### src/rtl/rv64_encoder_if.sv
// Request/response bundle for rv64_encoder: decoded fields in, packed words out.
// master drives requests and consumes words; slave is the encoder.
interface rv64_encoder_if #(
   parameter int unsigned XLEN = 64
);
   logic            in_valid;
   logic            in_ready;
   logic [2:0]      in_fmt;
   logic [6:0]      in_opc;
   logic [2:0]      in_funct3;
   logic [6:0]      in_funct7;
   logic [4:0]      in_rd;
   logic [4:0]      in_rs1;
   logic [4:0]      in_rs2;
   logic [XLEN-1:0] in_imm;
   logic [XLEN-1:0] in_pc;
   logic            out_valid;
   logic            out_ready;
   logic [31:0]     out_insn;
   logic            out_illegal;
   logic [XLEN-1:0] out_pc;

   modport master (
      output in_valid, in_fmt, in_opc, in_funct3, in_funct7, in_rd, in_rs1, in_rs2,
             in_imm, in_pc, out_ready,
      input  in_ready, out_valid, out_insn, out_illegal, out_pc
   );

   modport slave (
      input  in_valid, in_fmt, in_opc, in_funct3, in_funct7, in_rd, in_rs1, in_rs2,
             in_imm, in_pc, out_ready,
      output in_ready, out_valid, out_insn, out_illegal, out_pc
   );
endinterface

### src/rtl/rv64_encoder.sv
// RV64IM instruction encoder: offset stage, range-check/pack stage, output FIFO.
// Optional ENC_STATS_EN adds saturating counters of legal/illegal words written.
module rv64_encoder #(
   parameter int unsigned DEPTH = 4,
   parameter int unsigned XLEN  = 64
) (
   input logic           clk,
   input logic           reset,
   rv64_encoder_if.slave bus
`ifdef ENC_STATS_EN
   ,
   output logic [31:0]   stat_ok,
   output logic [31:0]   stat_bad
`endif
);
   localparam int unsigned PtrW = (DEPTH > 1) ? $clog2(DEPTH) : 1;
   localparam int unsigned CntW = $clog2(DEPTH + 1);

   localparam logic [2:0] FmtR = 3'd0, FmtI = 3'd1, FmtS = 3'd2, FmtB = 3'd3;
   localparam logic [2:0] FmtU = 3'd4, FmtJ = 3'd5, FmtSh = 3'd6;

   logic            s1_valid_q;
   logic [2:0]      s1_fmt_q;
   logic [6:0]      s1_opc_q;
   logic [2:0]      s1_f3_q;
   logic [6:0]      s1_f7_q;
   logic [4:0]      s1_rd_q, s1_rs1_q, s1_rs2_q;
   logic [XLEN-1:0] s1_off_q, s1_pc_q, off_d;

   logic            s2_valid_q, s2_ill_q, pack_ill;
   logic [31:0]     s2_insn_q, pack_insn;
   logic [XLEN-1:0] s2_pc_q;

   logic [31:0]     insn_mem [DEPTH];
   logic            ill_mem  [DEPTH];
   logic [XLEN-1:0] pc_mem   [DEPTH];
   logic [PtrW-1:0] wr_ptr_q, rd_ptr_q;
   logic [CntW-1:0] count_q;
   logic [CntW:0]   occupancy;
   logic            accept, push, pop;

   // Occupancy counts words already in the pipeline so the stages never need to stall.
   assign occupancy   = (CntW+1)'(count_q) + (CntW+1)'(s1_valid_q) + (CntW+1)'(s2_valid_q);
   assign bus.in_ready = !reset && (occupancy < (CntW+1)'(DEPTH));
   assign accept      = bus.in_valid && bus.in_ready;
   assign push        = s2_valid_q;
   assign pop         = bus.out_valid && bus.out_ready;

   assign off_d = (bus.in_fmt == FmtB || bus.in_fmt == FmtJ) ? bus.in_imm - bus.in_pc
                                                              : bus.in_imm;

   always_ff @(posedge clk or posedge reset) begin
      if (reset) begin
         s1_valid_q <= 1'b0;
         s1_fmt_q   <= '0;
         s1_opc_q   <= '0;
         s1_f3_q    <= '0;
         s1_f7_q    <= '0;
         s1_rd_q    <= '0;
         s1_rs1_q   <= '0;
         s1_rs2_q   <= '0;
         s1_off_q   <= '0;
         s1_pc_q    <= '0;
      end else begin
         s1_valid_q <= accept;
         if (accept) begin
            s1_fmt_q <= bus.in_fmt;
            s1_opc_q <= bus.in_opc;
            s1_f3_q  <= bus.in_funct3;
            s1_f7_q  <= bus.in_funct7;
            s1_rd_q  <= bus.in_rd;
            s1_rs1_q <= bus.in_rs1;
            s1_rs2_q <= bus.in_rs2;
            s1_off_q <= off_d;
            s1_pc_q  <= bus.in_pc;
         end
      end
   end

   always_comb begin
      pack_insn = '0;
      pack_ill  = 1'b0;
      unique case (s1_fmt_q)
         FmtR: pack_insn = {s1_f7_q, s1_rs2_q, s1_rs1_q, s1_f3_q, s1_rd_q, s1_opc_q};
         FmtI: begin
            pack_ill  = !((s1_off_q[XLEN-1:11] == '0) || (s1_off_q[XLEN-1:11] == '1));
            pack_insn = {s1_off_q[11:0], s1_rs1_q, s1_f3_q, s1_rd_q, s1_opc_q};
         end
         FmtS: begin
            pack_ill  = !((s1_off_q[XLEN-1:11] == '0) || (s1_off_q[XLEN-1:11] == '1));
            pack_insn = {s1_off_q[11:5], s1_rs2_q, s1_rs1_q, s1_f3_q, s1_off_q[4:0], s1_opc_q};
         end
         FmtB: begin
            pack_ill  = s1_off_q[0] ||
                        !((s1_off_q[XLEN-1:12] == '0) || (s1_off_q[XLEN-1:12] == '1));
            pack_insn = {s1_off_q[12], s1_off_q[10:5], s1_rs2_q, s1_rs1_q, s1_f3_q,
                         s1_off_q[4:1], s1_off_q[11], s1_opc_q};
         end
         FmtU: begin
            pack_ill  = (s1_off_q[XLEN-1:20] != '0);
            pack_insn = {s1_off_q[19:0], s1_rd_q, s1_opc_q};
         end
         FmtJ: begin
            pack_ill  = s1_off_q[0] ||
                        !((s1_off_q[XLEN-1:20] == '0) || (s1_off_q[XLEN-1:20] == '1));
            pack_insn = {s1_off_q[20], s1_off_q[10:1], s1_off_q[11], s1_off_q[19:12],
                         s1_rd_q, s1_opc_q};
         end
         FmtSh: begin
            if (s1_opc_q == 7'b0010011) begin
               pack_ill  = (s1_off_q[XLEN-1:6] != '0);
               pack_insn = {s1_f7_q[6:1], s1_off_q[5:0], s1_rs1_q, s1_f3_q, s1_rd_q, s1_opc_q};
            end else if (s1_opc_q == 7'b0011011) begin
               pack_ill  = (s1_off_q[XLEN-1:5] != '0);
               pack_insn = {s1_f7_q, s1_off_q[4:0], s1_rs1_q, s1_f3_q, s1_rd_q, s1_opc_q};
            end else begin
               pack_ill = 1'b1;
            end
         end
         default: pack_ill = 1'b1;
      endcase
      if (s1_opc_q[1:0] != 2'b11) pack_ill = 1'b1;
      if (pack_ill) pack_insn = '0;
   end

   always_ff @(posedge clk or posedge reset) begin
      if (reset) begin
         s2_valid_q <= 1'b0;
         s2_insn_q  <= '0;
         s2_ill_q   <= 1'b0;
         s2_pc_q    <= '0;
      end else begin
         s2_valid_q <= s1_valid_q;
         if (s1_valid_q) begin
            s2_insn_q <= pack_insn;
            s2_ill_q  <= pack_ill;
            s2_pc_q   <= s1_pc_q;
         end
      end
   end

   always_ff @(posedge clk) begin
      if (push) begin
         insn_mem[wr_ptr_q] <= s2_insn_q;
         ill_mem[wr_ptr_q]  <= s2_ill_q;
         pc_mem[wr_ptr_q]   <= s2_pc_q;
      end
   end

   always_ff @(posedge clk or posedge reset) begin
      if (reset) begin
         wr_ptr_q <= '0;
         rd_ptr_q <= '0;
         count_q  <= '0;
      end else begin
         if (push) wr_ptr_q <= (wr_ptr_q == PtrW'(DEPTH - 1)) ? '0 : wr_ptr_q + 1'b1;
         if (pop)  rd_ptr_q <= (rd_ptr_q == PtrW'(DEPTH - 1)) ? '0 : rd_ptr_q + 1'b1;
         if (push && !pop)      count_q <= count_q + 1'b1;
         else if (!push && pop) count_q <= count_q - 1'b1;
      end
   end

   // Gate the head so an empty FIFO presents zeros rather than stale storage.
   assign bus.out_valid   = (count_q != '0);
   assign bus.out_insn    = bus.out_valid ? insn_mem[rd_ptr_q] : '0;
   assign bus.out_illegal = bus.out_valid ? ill_mem[rd_ptr_q] : 1'b0;
   assign bus.out_pc      = bus.out_valid ? pc_mem[rd_ptr_q] : '0;

`ifdef ENC_STATS_EN
   always_ff @(posedge clk or posedge reset) begin
      if (reset) begin
         stat_ok  <= '0;
         stat_bad <= '0;
      end else if (push) begin
         if (s2_ill_q) begin
            if (stat_bad != '1) stat_bad <= stat_bad + 1'b1;
         end else begin
            if (stat_ok != '1) stat_ok <= stat_ok + 1'b1;
         end
      end
   end
`endif

endmodule

### src/flat_wrapper.sv
// flat-port wrapper written by rule: the top's interface ports become plain ports
module rv64_encoder_flat 
#(
   parameter int unsigned DEPTH = 4,
   parameter int unsigned XLEN  = 64
)
  (clk, reset, bus_in_valid, bus_in_fmt, bus_in_opc, bus_in_funct3, bus_in_funct7, bus_in_rd, bus_in_rs1, bus_in_rs2, bus_in_imm, bus_in_pc, bus_out_ready, bus_in_ready, bus_out_valid, bus_out_insn, bus_out_illegal, bus_out_pc);
  rv64_encoder_if #(.XLEN(XLEN)) bus_i ();
  input logic clk;
  input logic reset;
  input wire logic [$bits(bus_i.in_valid)-1:0] bus_in_valid;
  input wire logic [$bits(bus_i.in_fmt)-1:0] bus_in_fmt;
  input wire logic [$bits(bus_i.in_opc)-1:0] bus_in_opc;
  input wire logic [$bits(bus_i.in_funct3)-1:0] bus_in_funct3;
  input wire logic [$bits(bus_i.in_funct7)-1:0] bus_in_funct7;
  input wire logic [$bits(bus_i.in_rd)-1:0] bus_in_rd;
  input wire logic [$bits(bus_i.in_rs1)-1:0] bus_in_rs1;
  input wire logic [$bits(bus_i.in_rs2)-1:0] bus_in_rs2;
  input wire logic [$bits(bus_i.in_imm)-1:0] bus_in_imm;
  input wire logic [$bits(bus_i.in_pc)-1:0] bus_in_pc;
  input wire logic [$bits(bus_i.out_ready)-1:0] bus_out_ready;
  output wire logic [$bits(bus_i.in_ready)-1:0] bus_in_ready;
  output wire logic [$bits(bus_i.out_valid)-1:0] bus_out_valid;
  output wire logic [$bits(bus_i.out_insn)-1:0] bus_out_insn;
  output wire logic [$bits(bus_i.out_illegal)-1:0] bus_out_illegal;
  output wire logic [$bits(bus_i.out_pc)-1:0] bus_out_pc;
  assign bus_i.in_valid = bus_in_valid;
  assign bus_i.in_fmt = bus_in_fmt;
  assign bus_i.in_opc = bus_in_opc;
  assign bus_i.in_funct3 = bus_in_funct3;
  assign bus_i.in_funct7 = bus_in_funct7;
  assign bus_i.in_rd = bus_in_rd;
  assign bus_i.in_rs1 = bus_in_rs1;
  assign bus_i.in_rs2 = bus_in_rs2;
  assign bus_i.in_imm = bus_in_imm;
  assign bus_i.in_pc = bus_in_pc;
  assign bus_i.out_ready = bus_out_ready;
  assign bus_in_ready = bus_i.in_ready;
  assign bus_out_valid = bus_i.out_valid;
  assign bus_out_insn = bus_i.out_insn;
  assign bus_out_illegal = bus_i.out_illegal;
  assign bus_out_pc = bus_i.out_pc;
  rv64_encoder #(.DEPTH(DEPTH), .XLEN(XLEN)) u_core (.clk(clk), .reset(reset), .bus(bus_i));
endmodule
### config.mk
export PLATFORM = sky130hd
export DESIGN_NAME = rv64_encoder_flat
export DESIGN_NICKNAME = d
export VERILOG_FILES = /design/src/rtl/rv64_encoder_if.sv /design/src/rtl/rv64_encoder.sv /design/src/flat_wrapper.sv
export SDC_FILE = /design/constraint.sdc
export NUM_CORES = 1
export LEC_CHECK = 0
export ABC_AREA = 0
export BUFFER_PORTS_ARGS = -buffer_cell sky130_fd_sc_hd__buf_2
export CAP_MARGIN = 20
export CORE_MARGIN = 3
export CORE_UTILIZATION = 60
export CTS_CLUSTER_DIAMETER = 80
export DETAILED_ROUTE_END_ITERATION = 12
export HOLD_SLACK_MARGIN = 0.1
export PLACE_DENSITY = 0.8
export SYNTH_ARGS = -nofsm -noshare
export SYNTH_HDL_FRONTEND = slang
export SYNTH_SLANG_ARGS = --single-unit
### constraint.sdc
create_clock -name clk -period 11.65 [get_ports clk]
set_clock_uncertainty 0.2 [all_clocks]
set_input_delay 1.7475 -clock clk [delete_from_list [all_inputs] [get_ports clk]]
set_output_delay 1.7475 -clock clk [all_outputs]
set_load 0.01 [all_outputs]
==> run_results.csv, run 1 <==
group,metric,value,unit
outcome,status,"complete, no violations",
floorplan,die_h,229,um
cts,cts-hold-fix-buffers,0,
routing,ant_nets,0,
worst_setup_path,slowest_stage,"buf_4",
final_layout,fin_nets,2820,
worst_setup_path,worst-endpoint-arrival,3.92,ns
cts,clkTransAtPathRegs,0.07,ns
final_layout,fillers,3511,
yosys,yosysSeqAreaShare,61.5,%
cts,numCtsBuffers,61,
timing,slew_headroom,29.9,%
power,peakVddDrop,174,uV
yosys,syn_nets,2597,
power,p_clk_share,25.5,%
routing,drtIter0Drc,2342,
global_route,grt_usage,29.5,%
worst_setup_path,cpPeakStageDelay,0.77,ns
timing,final_max_slew_viol_count,0,
cts,clk_latency,0.65,ns
power,p_comb_share,28.3,%
routing,via_count,20500,
final_layout,finalNonFillerCells,3302,
power,intPower,5.30,mW
worst_setup_path,path_common_cell,"buf_4",
timing,finalCritPeriodShare,50.4,%
yosys,yosysWarnings,0,
yosys,synthArstFlopShare,40.9,%
power,p_sw_share,33.3,%
power,seqPwrFrac,46.3,%
timing,clock.fmax,170,MHz
placement,globalplace.congestion,0.966,
worst_setup_path,path_cells,"buf_4 > buf_4 > mux4_2 > and2_1 > buf_2",
routing,wl,77.2,mm
worst_hold_path,min_path_type,"register to register",
yosys,synth_cells,2358,
global_route,antenna_found_initial,7,
floorplan,die-area,0.0525,mm2
yosys,synth-seq-cells,657,
worst_setup_path,start_kind,"register",
cts,post_cts_resized,0,
global_route,grt_pass1_vias,20400,
cts,cts-root-buf,"clkbuf_16",
global_route,grt_max_degree,133,
power,power_density,235,mW/mm2
yosys,ys_types,78,
cts,numClockSinks,657,
run,cap_viol_max_count,0,
yosys,syn_area,0.0299,mm2
placement,portBuffers,265,
timing,hold_viol_final,0,
final_layout,area_growth,13.2,%
cts,cts_tree,"yes",
placement,placed_cells,3182,
yosys,ys.flop_type,"edfxtp_1",
global_route,overflow,0,
timing,rsz0062_at_grt,"false",
worst_setup_path,crit_family,"buffers and inverters",
yosys,synth_edf_count,388,
cts,post_cts_buffers,0,
cts,ctsHtreeMaxLevel,2,
routing,first_pass_iters,7,
global_route,grt_pass1_wl,120,mm
worst_setup_path,end_kind,"output pin",
final_layout,drive_gt1_share,22.0,%
power,p_sw,2.64,mW
routing,wl_per_cell,23.4,um
timing,setup_viol,0,
timing,finalSetupTns,0,ns
worst_setup_path,path_class,"register to output pin",
floorplan,row_count,81,
timing,worst_pin_slew,1.05,ns
worst_setup_path,worstPathRequired,9.70,ns
floorplan,initial_core_util,60.9,%
floorplan,die_x,229,um
floorplan,core,0.0491,mm2
placement,dpl.hpwl,51.7,mm
timing,min_period,5.87,ns
worst_setup_path,cp.buffers_inverters,3,
yosys,avgSynthCellArea,12.7,um2
power,p_leak,13.7,nW
floorplan,io-pin-count,266,
routing,via_per_inst,6.22,
routing,drc_errors,0,
cts,clockBufferDepth,3,
worst_setup_path,cp_max_fo,43,
## area by class of cell
type                            count  area [um2]  share of cell area, %
Sequential cell                   657       18400                   54.4
Tap cell                          664         831                   2.46
Inverter                          124         473                   1.40
Antenna cell                        4        10.0                 0.0296
Clock buffer                       80        1680                   4.97
Multi-Input combinational cell   1453       10600                   31.3
Timing Repair Buffer              284        1470                   4.35
Clock inverter                     36         380                   1.12
## flip-flops by register name (all words and copies together), names as in the netlist, 2 cells and up
register / cells
u_core.count_q: 3
u_core.ill_mem: 4
u_core.insn_mem: 128
u_core.pc_mem: 256
u_core.rd_ptr_q: 2
u_core.s1_f3_q: 3
u_core.s1_f7_q: 7
u_core.s1_fmt_q: 3
u_core.s1_off_q: 64
u_core.s1_opc_q: 7
u_core.s1_pc_q: 64
u_core.s1_rd_q: 5
u_core.s1_rs1_q: 5
u_core.s1_rs2_q: 5
u_core.s2_insn_q: 32
u_core.s2_pc_q: 64
u_core.wr_ptr_q: 2
## cells in the mapped netlist, drive strengths merged (3+ instances only)
master	count	share of area, %
mux2i	8	0.27
nand2	298	3.7
and2	107	2.2
nor4	20	0.42
nand2b	10	0.21
a221oi	8	0.23
o41ai	4	0.14
a211oi	7	0.18
a222oi	4	0.13
nor2b	12	0.25
clkbuf	101	1.3
inv	123	1.5
a21o	26	0.65
nand3	39	0.65
a41oi	4	0.14
mux2	66	2.5
o22ai	30	0.63
o221ai	3	0.11
ha	70	2.9
mux4	97	7.3
o21ai	154	2.6
nor2	98	1.2
a31oi	14	0.36
or3	11	0.23
xnor2	25	0.73
or4	3	0.075
edfxtp	388	39
nor3	18	0.30
xor2	33	0.97
o21bai	11	0.28
buf	23	0.31
a21boi	8	0.21
o21a	9	0.23
a22oi	11	0.28
or2	5	0.10
o211ai	10	0.25
dfrtp	269	23
and3	13	0.29
a21oi	148	2.6
a221o	3	0.10
nand4	35	0.73
## worst reg2reg max path: cells and delay by family, from the launching register on
family | cells | cell delay, ns
compound gates | 4 | 0.77
simple gates | 1 | 0.13
buf+inv | 2 | 1.53
flops | 1 | 0.92
## power by group through the flow
stage / Clock (mW) / Sequential, mW / Combinational, mW
2_1_floorplan: 0 / 3.43 / 1.64
3_3_place_gp: 0 / 3.64 / 2.17
3_5_place_dp: 0 / 3.70 / 2.23
4_1_cts: 2.05 / 3.65 / 2.26
5_1_grt: 2.14 / 3.73 / 2.46
6_report: 2.02 / 3.67 / 2.24
## routing by layer
layer	global-route usage [%]	wire length, um
met1	42.8	32500
met2	46.2	36000
met3	5.26	6200
met4	9.06	2470
met5	0	33
## logic make-up after synthesis
| kind of cell | Yosys count | synth area share [%] |
|---|---|---|
| adders and majority gates | 73 | 3.10 |
| DFF | 657 | 61.5 |
| AOI/OAI and AO/OA | 475 | 9.76 |
| and+or+nand+nor | 676 | 10.7 |
| muxes | 171 | 10.1 |
| buffers and inverters | 248 | 3.14 |
| xor gates and xnor gates | 58 | 1.70 |
## cells in the final DEF (no fill, tap or decap), drive strengths merged, types with 7 or more instances in the layout
cell type / netlist / layout
o22ai: 30 / 30
clkinv: 1 / 22
nand2: 298 / 298
buf: 23 / 284
a31oi: 14 / 14
dfrtp: 269 / 269
nor2b: 12 / 12
or3: 11 / 11
nor4: 20 / 20
mux2: 66 / 66
nand3: 39 / 39
o21a: 9 / 9
clkbuf: 101 / 80
nand2b: 10 / 10
and3: 13 / 13
a221oi: 8 / 8
o21ai: 154 / 154
o211ai: 10 / 10
mux2i: 8 / 8
ha: 70 / 70
mux4: 97 / 97
a21o: 26 / 26
a21oi: 148 / 148
a211oi: 7 / 7
a22oi: 11 / 11
edfxtp: 388 / 388
o21bai: 11 / 11
xor2: 33 / 33
xnor2: 25 / 25
nor2: 98 / 98
and2: 107 / 107
nor3: 18 / 18
a21boi: 8 / 8
inv: 123 / 128
nand4: 35 / 35
## worst paths after layout
check / startpoint / endpoint / slack [ns] / depth (start not counted)
min in group asynchronous: reset / u_core.count_q[2]$_DFFE_PP0P_ / 1.11 / 2
setup / recovery: u_core.rd_ptr_q[0]$_DFFE_PP0P_ / bus_out_pc[41] / 5.78 / 5
max in group asynchronous: reset / u_core.s1_valid_q$_DFF_PP0_ / 8.53 / 3
hold / removal: u_core.s1_pc_q[60]$_DFFE_PP0P_ / u_core.s1_pc_q[60]$_DFFE_PP0P_ / 0.28 / 2
hold reg to reg: u_core.s1_pc_q[60]$_DFFE_PP0P_ / u_core.s1_pc_q[60]$_DFFE_PP0P_ / 0.28 / 2
setup reg to reg: u_core.s1_valid_q$_DFF_PP0_ / u_core.s1_off_q[36]$_DFFE_PP0P_ / 8.01 / 7
## through the flow
| stage | instance area (um2) | utilization, % | setup slack (ns) | power, mW | hold WS (ns) |
|---|---|---|---|---|---|
| 3_3_place_gp | 31700 | 64.7 | 6.42 | 5.81 | 0.256 |
| 3_5_place_dp | 31700 | 64.7 | 6.30 | 5.92 | 0.265 |
| 4_1_cts | 33800 | 68.9 | 5.66 | 7.96 | 0.282 |
| 6_report | 33800 | 68.9 | 5.78 | 7.94 | 0.279 |
| 2_1_floorplan | 29900 | - | 2.29 | 5.07 | 0.152 |
| 5_1_grt | 33800 | 68.9 | 5.45 | 8.33 | 0.309 |
Power figures use the tool's default switching activity.
==> run 2, diff against run 1 <==
ABC_AREA = 1   (was 0)
clock period = 5.9 ns   (was 11.65 ns; I/O delays follow)
==> run_results.csv, run 2 <==
group,metric,value,unit
placement,dpl.hpwl,68.4,mm
routing,ant_nets,0,
floorplan,io-pin-count,266,
timing,slew_headroom,33.8,%
worst_setup_path,reg2reg_depth,9,
placement,globalplace.congestion,0.997,
timing,finalCritPeriodShare,70.1,%
worst_setup_path,end_kind,"output pin",
routing,via_count,26900,
placement,placed_area,0.0339,mm2
power,peakVddDrop,270,uV
cts,ctsHtreeMaxLevel,3,
worst_hold_path,hold_end,"u_core.s1_rs1_q[3]$_DFFE_PP0P_",
worst_hold_path,min_path_type,"input pin to register",
floorplan,initial_core_util,60.8,%
yosys,synthSimpleGateAreaFrac,22.3,%
floorplan,die_h,237,um
cts,numCtsBuffers,67,
placement,portBuffers,265,
final_layout,fillers,4232,
worst_setup_path,rrSetupSlack,2.51,ns
yosys,yosysWarnings,0,
worst_setup_path,start_kind,"register",
floorplan,die-area,0.0562,mm2
global_route,overflow,0,
yosys,synth_fa_ha_area_share,2.86,%
yosys,synth_cells,3719,
yosys,syn_area,0.0320,mm2
global_route,grt_pass1_wl,145,mm
routing,wl,97.0,mm
cts,cts-hold-fix-buffers,0,
final_layout,drive_gt1_share,10.6,%
yosys,synth_compound_area_share,11.0,%
routing,top_layer_used,"met4",
power,p_leak,16.1,nW
yosys,synthArstFlopShare,40.9,%
cts,cts_tree,"yes",
global_route,antenna_found_initial,6,
timing,worst_pin_slew,0.993,ns
cts,clkTransAtPathRegs,0.06,ns
timing,setup_viol,0,
worst_setup_path,r2r_start,"u_core.push$_DFF_PP0_",
yosys,synth_top_area_share,36.4,%
routing,drc_errors,0,
yosys,ys_types,45,
worst_setup_path,worst-endpoint-arrival,3.05,ns
final_layout,fin_area,0.0361,mm2
routing,first_pass_iters,9,
routing,met3_length,10.2,mm
routing,drtIter0Drc,3438,
placement,place_worst_setup_slack,2.36,ns
final_layout,top_register,"u_core.pc_mem",
yosys,avgSynthCellArea,8.61,um2
run,cap_viol_max_count,0,
floorplan,core,0.0527,mm2
timing,setup_slack,1.76,ns
cts,clockBufferDepth,3,
timing,whs,0.269,ns
final_layout,top_regs,"u_core.pc_mem (256), u_core.insn_mem (128)",
yosys,synth_top_cell_by_area,"edfxtp_1",
worst_hold_path,hold_start,"bus_in_rs1[3]",
final_layout,mostFrequentLayoutCell,"nand2_1",
timing,rsz0062_at_grt,"false",
yosys,ys.flop_type,"edfxtp_1",
cts,post_cts_buffers,0,
yosys,syn_nets,3958,
yosys,synth_edf_count,388,
final_layout,fin_nets,4171,
global_route,grt_max_degree,159,
final_layout,mostFrequentLayoutCells,"1004 x nand2_1, 635 x nor2_1, 388 x edfxtp_1",
yosys,yosysMostFrequentCell,"nand2_1",
cts,clk_latency,0.62,ns
outcome,status,"complete, no violations",
worst_setup_path,path_class,"register to output pin",
yosys,synth_top_family_by_area,"simple AND/OR/NAND/NOR gates",
floorplan,die_x,237,um
timing,clock.fmax,242,MHz
yosys,synth-seq-cells,657,
global_route,grt_usage,34.0,%
timing,final_max_slew_viol_count,0,
final_layout,area_growth,12.7,%
worst_setup_path,worstPathRequired,4.82,ns
worst_setup_path,cp_max_fo,69,
floorplan,row_count,84,
routing,routed-wl-met2,44.0,mm
global_route,grt_pass1_vias,25300,
yosys,synth_xor_area_share,0.629,%
yosys,yosysSeqAreaShare,57.4,%
timing,finalSetupTns,0,ns
timing,min_period,4.14,ns
power,power_density,464,mW/mm2
yosys,muxShareOfSynthArea,0,%
cts,post_cts_resized,0,
yosys,synth.area.top_cells,"edfxtp_1 36%, dfrtp_1 21%, nand2_1 12%",
routing,wl_per_cell,20.7,um
yosys,yosys-top-cells-count,"1005 x nand2_1, 636 x nor2_1, 388 x edfxtp_1",
worst_hold_path,whs_path_depth,3,
cts,numClockSinks,657,
final_layout,largest_register_ffs,256,
routing,via_per_inst,5.74,
routing,m1WireLength,39.6,mm
cts,cts-root-buf,"clkbuf_16",
worst_setup_path,regToRegEndpoint,"u_core.s1_opc_q[6]$_DFFE_PP0P_",
timing,hold_viol_final,0,
run 2: cell types whose count changed after synthesis, moves of 97 or more:
cell and delta:
nor2_1 +538, mux4_2 -97, and2_1 -104, inv_1 +218, nand2_1 +707, o21ai_0 +198
run 2: how the worst max path moves through the flow:
stage / from / cells after the start / slack (ns) / endpoint
after floorplan: reset / 1 / 1.26 / u_core.count_q[0]$_DFFE_PP0P_
after global placement: u_core.rd_ptr_q[0]$_DFFE_PP0P_ / 5 / 2.20 / bus_out_insn[17]
after detailed placement: bus_in_pc[0] / 14 / 2.36 / u_core.s1_off_q[26]$_DFFE_PP0P_
after CTS: u_core.rd_ptr_q[0]$_DFFE_PP0P_ / 6 / 1.76 / bus_out_insn[5]
after global routing: u_core.rd_ptr_q[0]$_DFFE_PP0P_ / 6 / 1.53 / bus_out_pc[7]
final: u_core.rd_ptr_q[0]$_DFFE_PP0P_ / 6 / 1.76 / bus_out_pc[59]
run 2: critical path: stages (launching register included):
cell	delay (ns)
dfrtp_4	0.83
buf_4	0.70
nor2_1	0.11
nor2_1	0.11
o21ai_0	0.09
a21oi_1	0.33
buf_2	0.20
run 2: stage by stage:
stage | cells | power (mW) | util (%)
floorplan | 3719 | 10.4 | -
global placement | 4549 | 12.4 | 64.3
detailed placement | 4550 | 12.5 | 64.4
CTS | 4673 | 16.7 | 68.5
global route | 4680 | 17.7 | 68.5
finish | 4681 | 16.8 | 68.6
run 2: cell type report:
type                       count  area, um2  area share, %
sequential                   657      18400           51.0
timing repair buffer         290       1580           4.37
antenna                        7       17.5         0.0485
tap                          688        861           2.38
inverter                     345       1310           3.64
clock inverter                33        304          0.842
multi-input combinational   2571      11800           32.7
clock buffer                  90       1840           5.09
run 2: logic make-up after synthesis:
group,count (synthesis)
and+or+nand+nor,1818
AOI/OAI and AO/OA,658
DFF,657
buffers and inverters,491
adders and majority gates,72
xor gates and xnor gates,23
run 2: report_power, final:
group | leakage, nW | switching (mW) | internal (mW) | total (mW)
logic | 8.25 | 3.64 | 1.78 | 5.42
registers | 6.87 | 0.993 | 6.19 | 7.18
clock network | 1.03 | 1.78 | 2.38 | 4.16
run 2: routing by layer:
metal,up-vias,track usage [%]
met3,178,6.27
li1,12600,-
met1,12600,49.0
met5,-,0
met4,0,12.4
met2,1450,52.3
